### src/rtl/line_cmd_decoder_pkg.sv
// line_cmd_decoder_pkg: command bytes, ASCII bounds and FSM states shared by the line command decoder
package line_cmd_decoder_pkg;
  localparam logic [7:0] CMD_LINE = 8'h4C;
  localparam logic [7:0] CMD_BRIGHT = 8'h42;
  localparam logic [7:0] CMD_RGB = 8'h52;
  localparam logic [7:0] ASCII_0 = 8'h30;
  localparam logic [7:0] ASCII_9 = 8'h39;
  typedef enum logic [2:0] {
    IDLE    = 3'd0,
    ROW_HI  = 3'd1,
    ROW_LO  = 3'd2,
    PAYLOAD = 3'd3,
    ARG_B   = 3'd4,
    ARG_R   = 3'd5
  } state_t;
  function automatic logic is_digit(input logic [7:0] b);
    return b >= ASCII_0 && b <= ASCII_9;
  endfunction
endpackage

### src/rtl/line_cmd_decoder_timeout.sv
// line_cmd_decoder_timeout: idle-clock watchdog, restarted by start, counting while running
module line_cmd_decoder_timeout #(
  parameter int WIDTH = 16
) (
  input  logic             clk_in,
  input  logic             reset,
  input  logic             start,
  input  logic             running,
  input  logic [WIDTH-1:0] value,
  output logic             expired
);
  logic [WIDTH-1:0] count_q;
  // count idle clocks; any new byte or leaving the running state restarts from zero
  always_ff @(posedge clk_in)
    count_q <= (reset || start || !running) ? '0 : count_q + 1'b1;
  // fires on the value-th consecutive idle clock, unless a byte lands on that same clock
  assign expired = running && !start && count_q == value - 1'b1;
endmodule

### src/rtl/line_cmd_decoder.sv
// line_cmd_decoder: parses UART bytes into framebuffer row writes and enable settings
module line_cmd_decoder
  import line_cmd_decoder_pkg::*;
#(
  parameter int ROWS = 32,
  parameter int BYTES_PER_ROW = 128,
  parameter int ADDR_WIDTH = 12,
  parameter int TIMEOUT_WIDTH = 16,
  parameter logic [TIMEOUT_WIDTH-1:0] TIMEOUT_TICKS = 16'd50000
) (
  input  logic                  clk_in,
  input  logic                  reset,
  input  logic [7:0]            rx_data,
  input  logic                  rx_valid,
  output logic [ADDR_WIDTH-1:0] ram_address,
  output logic [7:0]            ram_data_out,
  output logic                  ram_write_enable,
  output logic                  ram_clk_enable,
  output logic [2:0]            rgb_enable,
  output logic [5:0]            brightness_enable,
  output logic                  busy,
  output logic                  cmd_error,
  output logic [7:0]            num_commands_processed
);
  localparam int ROW_W = $clog2(ROWS);
  localparam int IDX_W = $clog2(BYTES_PER_ROW);
  state_t state_q, state_d;
  logic [6:0] tens_q, row_sum;
  logic [ROW_W-1:0] row_q;
  logic [IDX_W-1:0] idx_q;
  logic digit_ok, row_ok, last_byte, expired, wr, err, done;
  assign digit_ok = is_digit(rx_data);
  assign row_sum = tens_q + {3'b0, rx_data[3:0]};
  assign row_ok = digit_ok && int'(row_sum) < ROWS;
  assign last_byte = int'(idx_q) == BYTES_PER_ROW - 1;
  assign busy = state_q != IDLE;
  assign ram_clk_enable = ram_write_enable;
  line_cmd_decoder_timeout #(.WIDTH(TIMEOUT_WIDTH)) u_timeout (
    .clk_in  (clk_in),
    .reset   (reset),
    .start   (rx_valid),
    .running (busy),
    .value   (TIMEOUT_TICKS),
    .expired (expired)
  );
  // state register
  always_ff @(posedge clk_in)
    state_q <= reset ? IDLE : state_d;
  // next state plus write/error/completion strobes; a byte always beats a coincident timeout
  always_comb begin
    state_d = state_q;
    wr = 1'b0;
    err = 1'b0;
    done = 1'b0;
    if (rx_valid) begin
      case (state_q)
        IDLE: state_d = rx_data == CMD_LINE ? ROW_HI : rx_data == CMD_BRIGHT ? ARG_B :
                        rx_data == CMD_RGB ? ARG_R : IDLE;
        ROW_HI: begin
          state_d = digit_ok ? ROW_LO : IDLE;
          err = !digit_ok;
        end
        ROW_LO: begin
          state_d = row_ok ? PAYLOAD : IDLE;
          err = !row_ok;
        end
        PAYLOAD: begin
          wr = 1'b1;
          done = last_byte;
          state_d = last_byte ? IDLE : PAYLOAD;
        end
        ARG_B, ARG_R: begin
          done = 1'b1;
          state_d = IDLE;
        end
        default: state_d = IDLE;
      endcase
    end else if (expired) begin
      state_d = IDLE;
      err = 1'b1;
    end
  end
  // datapath: row capture, registered RAM write port, settings and command counter
  always_ff @(posedge clk_in) begin
    if (reset) begin
      tens_q <= '0;
      row_q <= '0;
      idx_q <= '0;
      ram_address <= '0;
      ram_data_out <= '0;
      ram_write_enable <= 1'b0;
      cmd_error <= 1'b0;
      num_commands_processed <= '0;
      rgb_enable <= 3'b111;
      brightness_enable <= 6'b111111;
    end else begin
      ram_write_enable <= wr;
      cmd_error <= err;
      if (done) num_commands_processed <= num_commands_processed + 1'b1;
      if (wr) begin
        ram_address <= ADDR_WIDTH'({row_q, idx_q});
        ram_data_out <= rx_data;
        idx_q <= idx_q + 1'b1;
      end
      if (rx_valid && state_q == ROW_HI) tens_q <= {3'b0, rx_data[3:0]} * 7'd10;
      if (rx_valid && state_q == ROW_LO && row_ok) begin
        row_q <= row_sum[ROW_W-1:0];
        idx_q <= '0;
      end
      if (rx_valid && state_q == ARG_B) brightness_enable <= rx_data[5:0];
      if (rx_valid && state_q == ARG_R) rgb_enable <= rx_data[2:0];
    end
  end
endmodule
### config.mk
export PLATFORM = sky130hd
export DESIGN_NAME = line_cmd_decoder
export DESIGN_NICKNAME = d
export VERILOG_FILES = /design/src/rtl/line_cmd_decoder_pkg.sv /design/src/rtl/line_cmd_decoder_timeout.sv /design/src/rtl/line_cmd_decoder.sv
export SDC_FILE = /design/constraint.sdc
export NUM_CORES = 1
export LEC_CHECK = 0
export BUFFER_PORTS_ARGS = -buffer_cell sky130_fd_sc_hd__clkbuf_2
export CORE_ASPECT_RATIO = 1.2
export CORE_MARGIN = 2
export CORE_UTILIZATION = 60
export CTS_CLUSTER_DIAMETER = 100
export CTS_CLUSTER_SIZE = 14
export DETAILED_ROUTE_END_ITERATION = 10
export GPL_TIMING_DRIVEN = 0
export PLACE_DENSITY = 0.87
export SLEW_MARGIN = 20
export SYNTH_ARGS = -nofsm -noshare
export SYNTH_HDL_FRONTEND = slang
export SYNTH_HIERARCHICAL = 1
export SYNTH_SLANG_ARGS = --single-unit
### constraint.sdc
create_clock -name clk_in -period 5.7 [get_ports clk_in]
set_input_delay 1.71 -clock clk_in [delete_from_list [all_inputs] [get_ports clk_in]]
set_output_delay 1.71 -clock clk_in [all_outputs]
set_load 0.02 [all_outputs]
== After elaboration in Yosys (flattened, before gate mapping) ==
Cells that the tools add are included.
W data, S select, Z words.
Storage, ports and cells
  register bits after elaboration: 76
  output and inout port bits: 41
Cells by class
  reduce and logical (&&, ||, !) cells: 20
  multiply operators: 1
  add/subtract/negate cells: 4
  equality and inequality tests: 10
  order comparisons: 3
  muxes and demuxes: 16
Operator list (count)
  $eq A8 B7 Y1 const B: 3
  $add A16 B1 Y16 const B: 1
  $eq A16 B16 Y1 const B: 1
  $mux W3: 5
  $pmux W3 S4: 1
  $logic_and A1 B1 Y1: 9
  $add A8 B1 Y8 const B: 1
  $ge A8 B6 Y1 const B: 1
  $le A8 B6 Y1 const B: 1
  $add A7 B1 Y7 const B: 1
  $add A7 B4 Y7: 1
  $eq A7 B1 Y1 const B: 1
  $lt A7 B6 Y1 const B: 1
  $eq A3 B2 Y1 const B: 2
  $eq A3 B3 Y1 const B: 2
  $mul A4 B3 Y6 const B: 1
  $mux W2: 3
  $mux W1: 5
  $logic_not A1 Y1: 4
  $pmux W1 S2: 2
  $reduce_or A2 Y1: 2
  $eq A3 B1 Y1 const B: 1
  $logic_not A3 Y1: 1
  $reduce_bool A3 Y1: 1
  2 further kinds: 3

== Longest topological paths before layout ==
  word-level depth: 6
  mapped depth: 13
  gate-level depth less buffers: 13

== Modules after synthesis ==
Netlist, hierarchy kept.
By module, submodules not included
  line_cmd_decoder: times used 1, cells an instance 307, area an instance 2765.2 um2
  line_cmd_decoder_timeout: times used 1, cells an instance 159, area an instance 1249.9 um2

== Least setup slack after synthesis ==
Ideal clock, no wire load.
  path kind: input to register
  start: input rx_valid
  end: register state_q[1]
  path slack: 2.144 ns
  arrival: 3.403 ns
  cell stages on the path: 9
  library setup time: 0.154 ns
  data required time: 5.546 ns
  path through: nor4b_1 -> o211ai_1 -> nor4_4 -> o211ai_1 -> a2111oi_2 -> nor2_1 -> a22oi_1 -> and2_0 -> a221oi_1
On the way
  cells in the longest elaborated chain, start to end: 4
  elaborated cells on any way between the ends: 5
  classes of those cells: 1 x mux; 4 x reduce/logical
Ends and longest elaborated chain
  from (decl): RTL line line_cmd_decoder.sv:14  | input logic rx_valid,
  $logic_not A1 Y1: RTL line line_cmd_decoder_timeout.sv:17  | assign expired = running && !start && count_q == value - 1'b1;
  $logic_and A1 B1 Y1 (2 in series): RTL line line_cmd_decoder_timeout.sv:17
  named net expired: RTL line line_cmd_decoder.sv:31  | logic digit_ok, row_ok, last_byte, expired, wr, err, done;
  $reduce_bool A2 Y1 (no source line)
  to (signal assigned): RTL line line_cmd_decoder.sv:48  | state_q <= reset ? IDLE : state_d;
  to (decl): RTL line line_cmd_decoder.sv:27  | state_t state_q, state_d;
The timed path passes the listed nets, and every way through them passes these cells.
A chain may end at the register's enable or synchronous reset.

== Worst setup path in the final report ==
Ends and elaborated chain as after synthesis.

==> tab_implementation.tex <==
\begin{tabular}{lr}
\hline
Metric & Value \\
\hline
\multicolumn{2}{l}{\textbf{Synth}} \\
Largest cells by area after synthesis & dfxtp\_1 (38\%), nand2\_1 (6.0\%), xor2\_1 (5.0\%), xnor2\_1 (4.4\%), nor2\_1 (4.0\%) \\
Count of synthesis-stage warnings from yosys & 6 \\
Most used flip-flop cell after synthesis & dfxtp\_1 \\
Netlist area before placement & 0.00402 mm2 \\
Number of synthesized register bits & 76 \\
Area leader, netlist & dfxtp\_1 \\
Count of unique library cells instantiated by Yosys & 69 \\
Number of flops mapped to enable cells by yosys & 0 \\
Part of the Yosys area used for sequential elements & 0.379 \\
Proportion of synthesized flip-flops having asynchronous set or reset & 0 \\
Post-synth top area share & 0.379 \\
Post-synthesis cell count & 466 \\
Syn Area/Cell & 8.62 um2 \\
\multicolumn{2}{l}{\textbf{CTS}} \\
Level count of the clock H-tree & 3 \\
Number of buffers created by CTS & 9 \\
Number of buffers added for setup after CTS & 0 \\
Hold-fix buffers, CTS & 0 \\
Worst-case clock buffer depth & 2 \\
Number of cells upsized or downsized after cts & 0 \\
Root buf cell & clkbuf\_8 \\
Clock latency of the later-clocked register in the worst-skew pair & 0.36 ns \\
Sinks on Clock Net & 76 \\
Clock tree from TritonCTS & built \\
Reg clk slew, reported paths & 0.07 ns \\
\multicolumn{2}{l}{\textbf{Setup path}} \\
Maximum fanout along the worst path & 8 \\
Critical Path End Type & flip-flop \\
Critical path arrival & 4.11 ns \\
Crit Path Class & in -> reg \\
Endpoint required time on the critical path & slightly below 6 ns \\
Kind of start point of the critical path & input pin \\
\multicolumn{2}{l}{\textbf{Worst hold path}} \\
Path type of the worst min-delay path & reg -> reg \\
\multicolumn{2}{l}{\textbf{Route}} \\
Wirelength per Cell & 13.4 um \\
Detail-routed via count per cell & 5.30 \\
Number of design-rule violations left by the first detailed-router iteration & between 200 and 250 \\
Wirelength, routed & 9.21 mm \\
DR DRC count & 0 \\
Drt first pass iters & 7 \\
Antenna Violating Nets Remaining & 0 \\
Vias post-DR & $\sim$3700 \\
\multicolumn{2}{l}{\textbf{Power}} \\
Worst vdd rail ir drop & approximately 160 uV \\
Leakage power figure & approximately 1.9 nW \\
Power per cell area & 205 mW/mm2 \\
\multicolumn{2}{l}{\textbf{Floorplanning}} \\
Area enclosed by the die boundary & 0.00736 mm2 \\
Overall die width & just under 80 um \\
Floorplan die height & roughly 94 um \\
Number of top-level design ports & 52 \\
Starting Density & 0.623 \\
Floorplan Core Area & 0.00645 mm2 \\
Std cell rows & 32 \\
\multicolumn{2}{l}{\textbf{Timing}} \\
Total negative setup slack & 0 ns \\
Final Skew & 0.0147 ns \\
Final worst-path cycle share & 0.690 \\
Max-Slew Margin vs Limit & 0.510 \\
Minimum clock period & around 3.9 ns \\
Final count of hold timing violations & 0 \\
Setup violations, final & 0 \\
Final WS setup & about 1.8 ns \\
Timing-limited maximum frequency & 0.254 GHz \\
Unrepaired setup endpoints after global routing & false \\
Max-slew violations & 0 \\
Tightest Pin Transition & 0.735 ns \\
\multicolumn{2}{l}{\textbf{GRT}} \\
GR Overflow Total & 0 \\
Wire length of the first global-routing pass & 15.7 mm \\
Antenna violations before repair & 0 \\
Number of global-route vias before repair & roughly 3600 \\
Aggregate global-route resource usage & 0.270 \\
Pin count of the biggest net entering global routing & 14 \\
\multicolumn{2}{l}{\textbf{Layout}} \\
Commonest cells after routing, fill and taps aside & dfxtp\_1 (76), conb\_1 (73), nand2\_1 (64) \\
Synth-to-Final Area Change & 20.4\% \\
Number of inserted diodes & 0 \\
Final layout net count & 622 \\
Storage element area & 0.00152 mm2 \\
Total area of multi-input combinational cells & about 0.0026 mm2 \\
Proportion of layout cells with a drive suffix above 1 & 0.154 \\
Layout fillers & 488 \\
Most frequent standard cell in the layout excluding fill and tap cells & dfxtp\_1 \\
\multicolumn{2}{l}{\textbf{Placed design}} \\
Final HPWL DP & 7.07 mm \\
Routability-driven placement congestion ratio & 0.938 \\
Pre-CTS worst setup slack & 1.47 ns \\
Port buffer count & 51 \\
\multicolumn{2}{l}{\textbf{Status}} \\
Outcome & finished, final reports clean \\
\multicolumn{2}{l}{\textbf{Flow run}} \\
Reported max-cap violation count & 0 \\
\hline
\end{tabular}
-- layout make-up --
type / instances / share of cell area
Clock buffer: 10 / 0.0264
Buffer: 25 / 0.0215
Inverter: 12 / 0.00931
Multi-Input combinational cell: 424 / 0.540
Sequential cell: 76 / 0.315
Timing Repair Buffer: 51 / 0.0528
Tap cell: 85 / 0.0220
Clock inverter: 6 / 0.0135
-- Yosys cell counts, types with 9 or more instances --
cell      count
nor2b_1       9
ha_1         10
nor2_1       43
xnor2_1      20
nand4_1      15
nand2_1      64
clkbuf_1     17
dfxtp_1      76
mux2i_1      10
xor2_1       23
a211o_1      10
a21oi_1      31
o21ai_0      11
inv_1        12
-- report_power, final --
group	internal [mW]	total [mW]	switching [mW]
clock	0.202	0.401	0.199
sequential	0.531	0.531	0.000146
combinational	0.0198	0.0609	0.0410
-- cells by family after synthesis --
group / Yosys count / synth area share
buffers and inverters: 37 / 0.0371
xor gates and xnor gates: 43 / 0.0938
AOI/OAI and AO/OA: 84 / 0.148
and+or+nand+nor: 202 / 0.274
adders and majority gates: 12 / 0.0411
other: 2 / 0.00187
muxes: 10 / 0.0249
DFF: 76 / 0.379
-- critical path, cell delays in order --
cell       delay [ns]
clkbuf_2         0.15
nor4b_1          0.35
o211ai_1         0.20
nor4_4           0.34
o211ai_1         0.15
a2111oi_2        0.59
nor2_1           0.13
a22oi_1          0.24
and2_0           0.18
a221oi_1         0.08
-- metal layers --
layer	track usage	wire length, um	vias to the layer above
li1	-	-	1832
met1	0.297	3750	1701
met2	0.488	4850	98
met3	0.0502	353	24
met4	0.140	261	0
met5	0	0	-
-- stage by stage --
step                      instances  power (mW)  hold WS [ns]   util  cell area, um2
after CTS                       689       0.992         0.464  0.750            4840
final                           689       0.993         0.461  0.750            4840
after global placement          673       0.599         0.442  0.720            4640
after detailed placement        673       0.600         0.449  0.720            4640
after floorplan                 537       0.583         0.431      -            4280
after global routing            689        1.02         0.477  0.750            4840
-- final timing paths --
path / startpoint / end / slack [ns] / cells after the start
max: rx_valid / state_q[1] / 1.77 / 10
min: ram_address[0] / ram_address[0] / 0.46 / 2
max reg2reg: state_q[1] / state_q[1] / 2.59 / 11
min reg2reg: ram_address[0] / ram_address[0] / 0.46 / 2
-- sequential cells by signal (all words and copies together) (netlist names) --
signal / count
num_commands_processed: 8
tens_q: 6
brightness_enable: 6
u_timeout/count_q: 16
cmd_error: 1
ram_address: 12
state_q: 3
ram_clk_enable: 1
row_q: 5
ram_data_out: 8
idx_q: 7
rgb_enable: 3
Power figures use the tool's default switching activity.
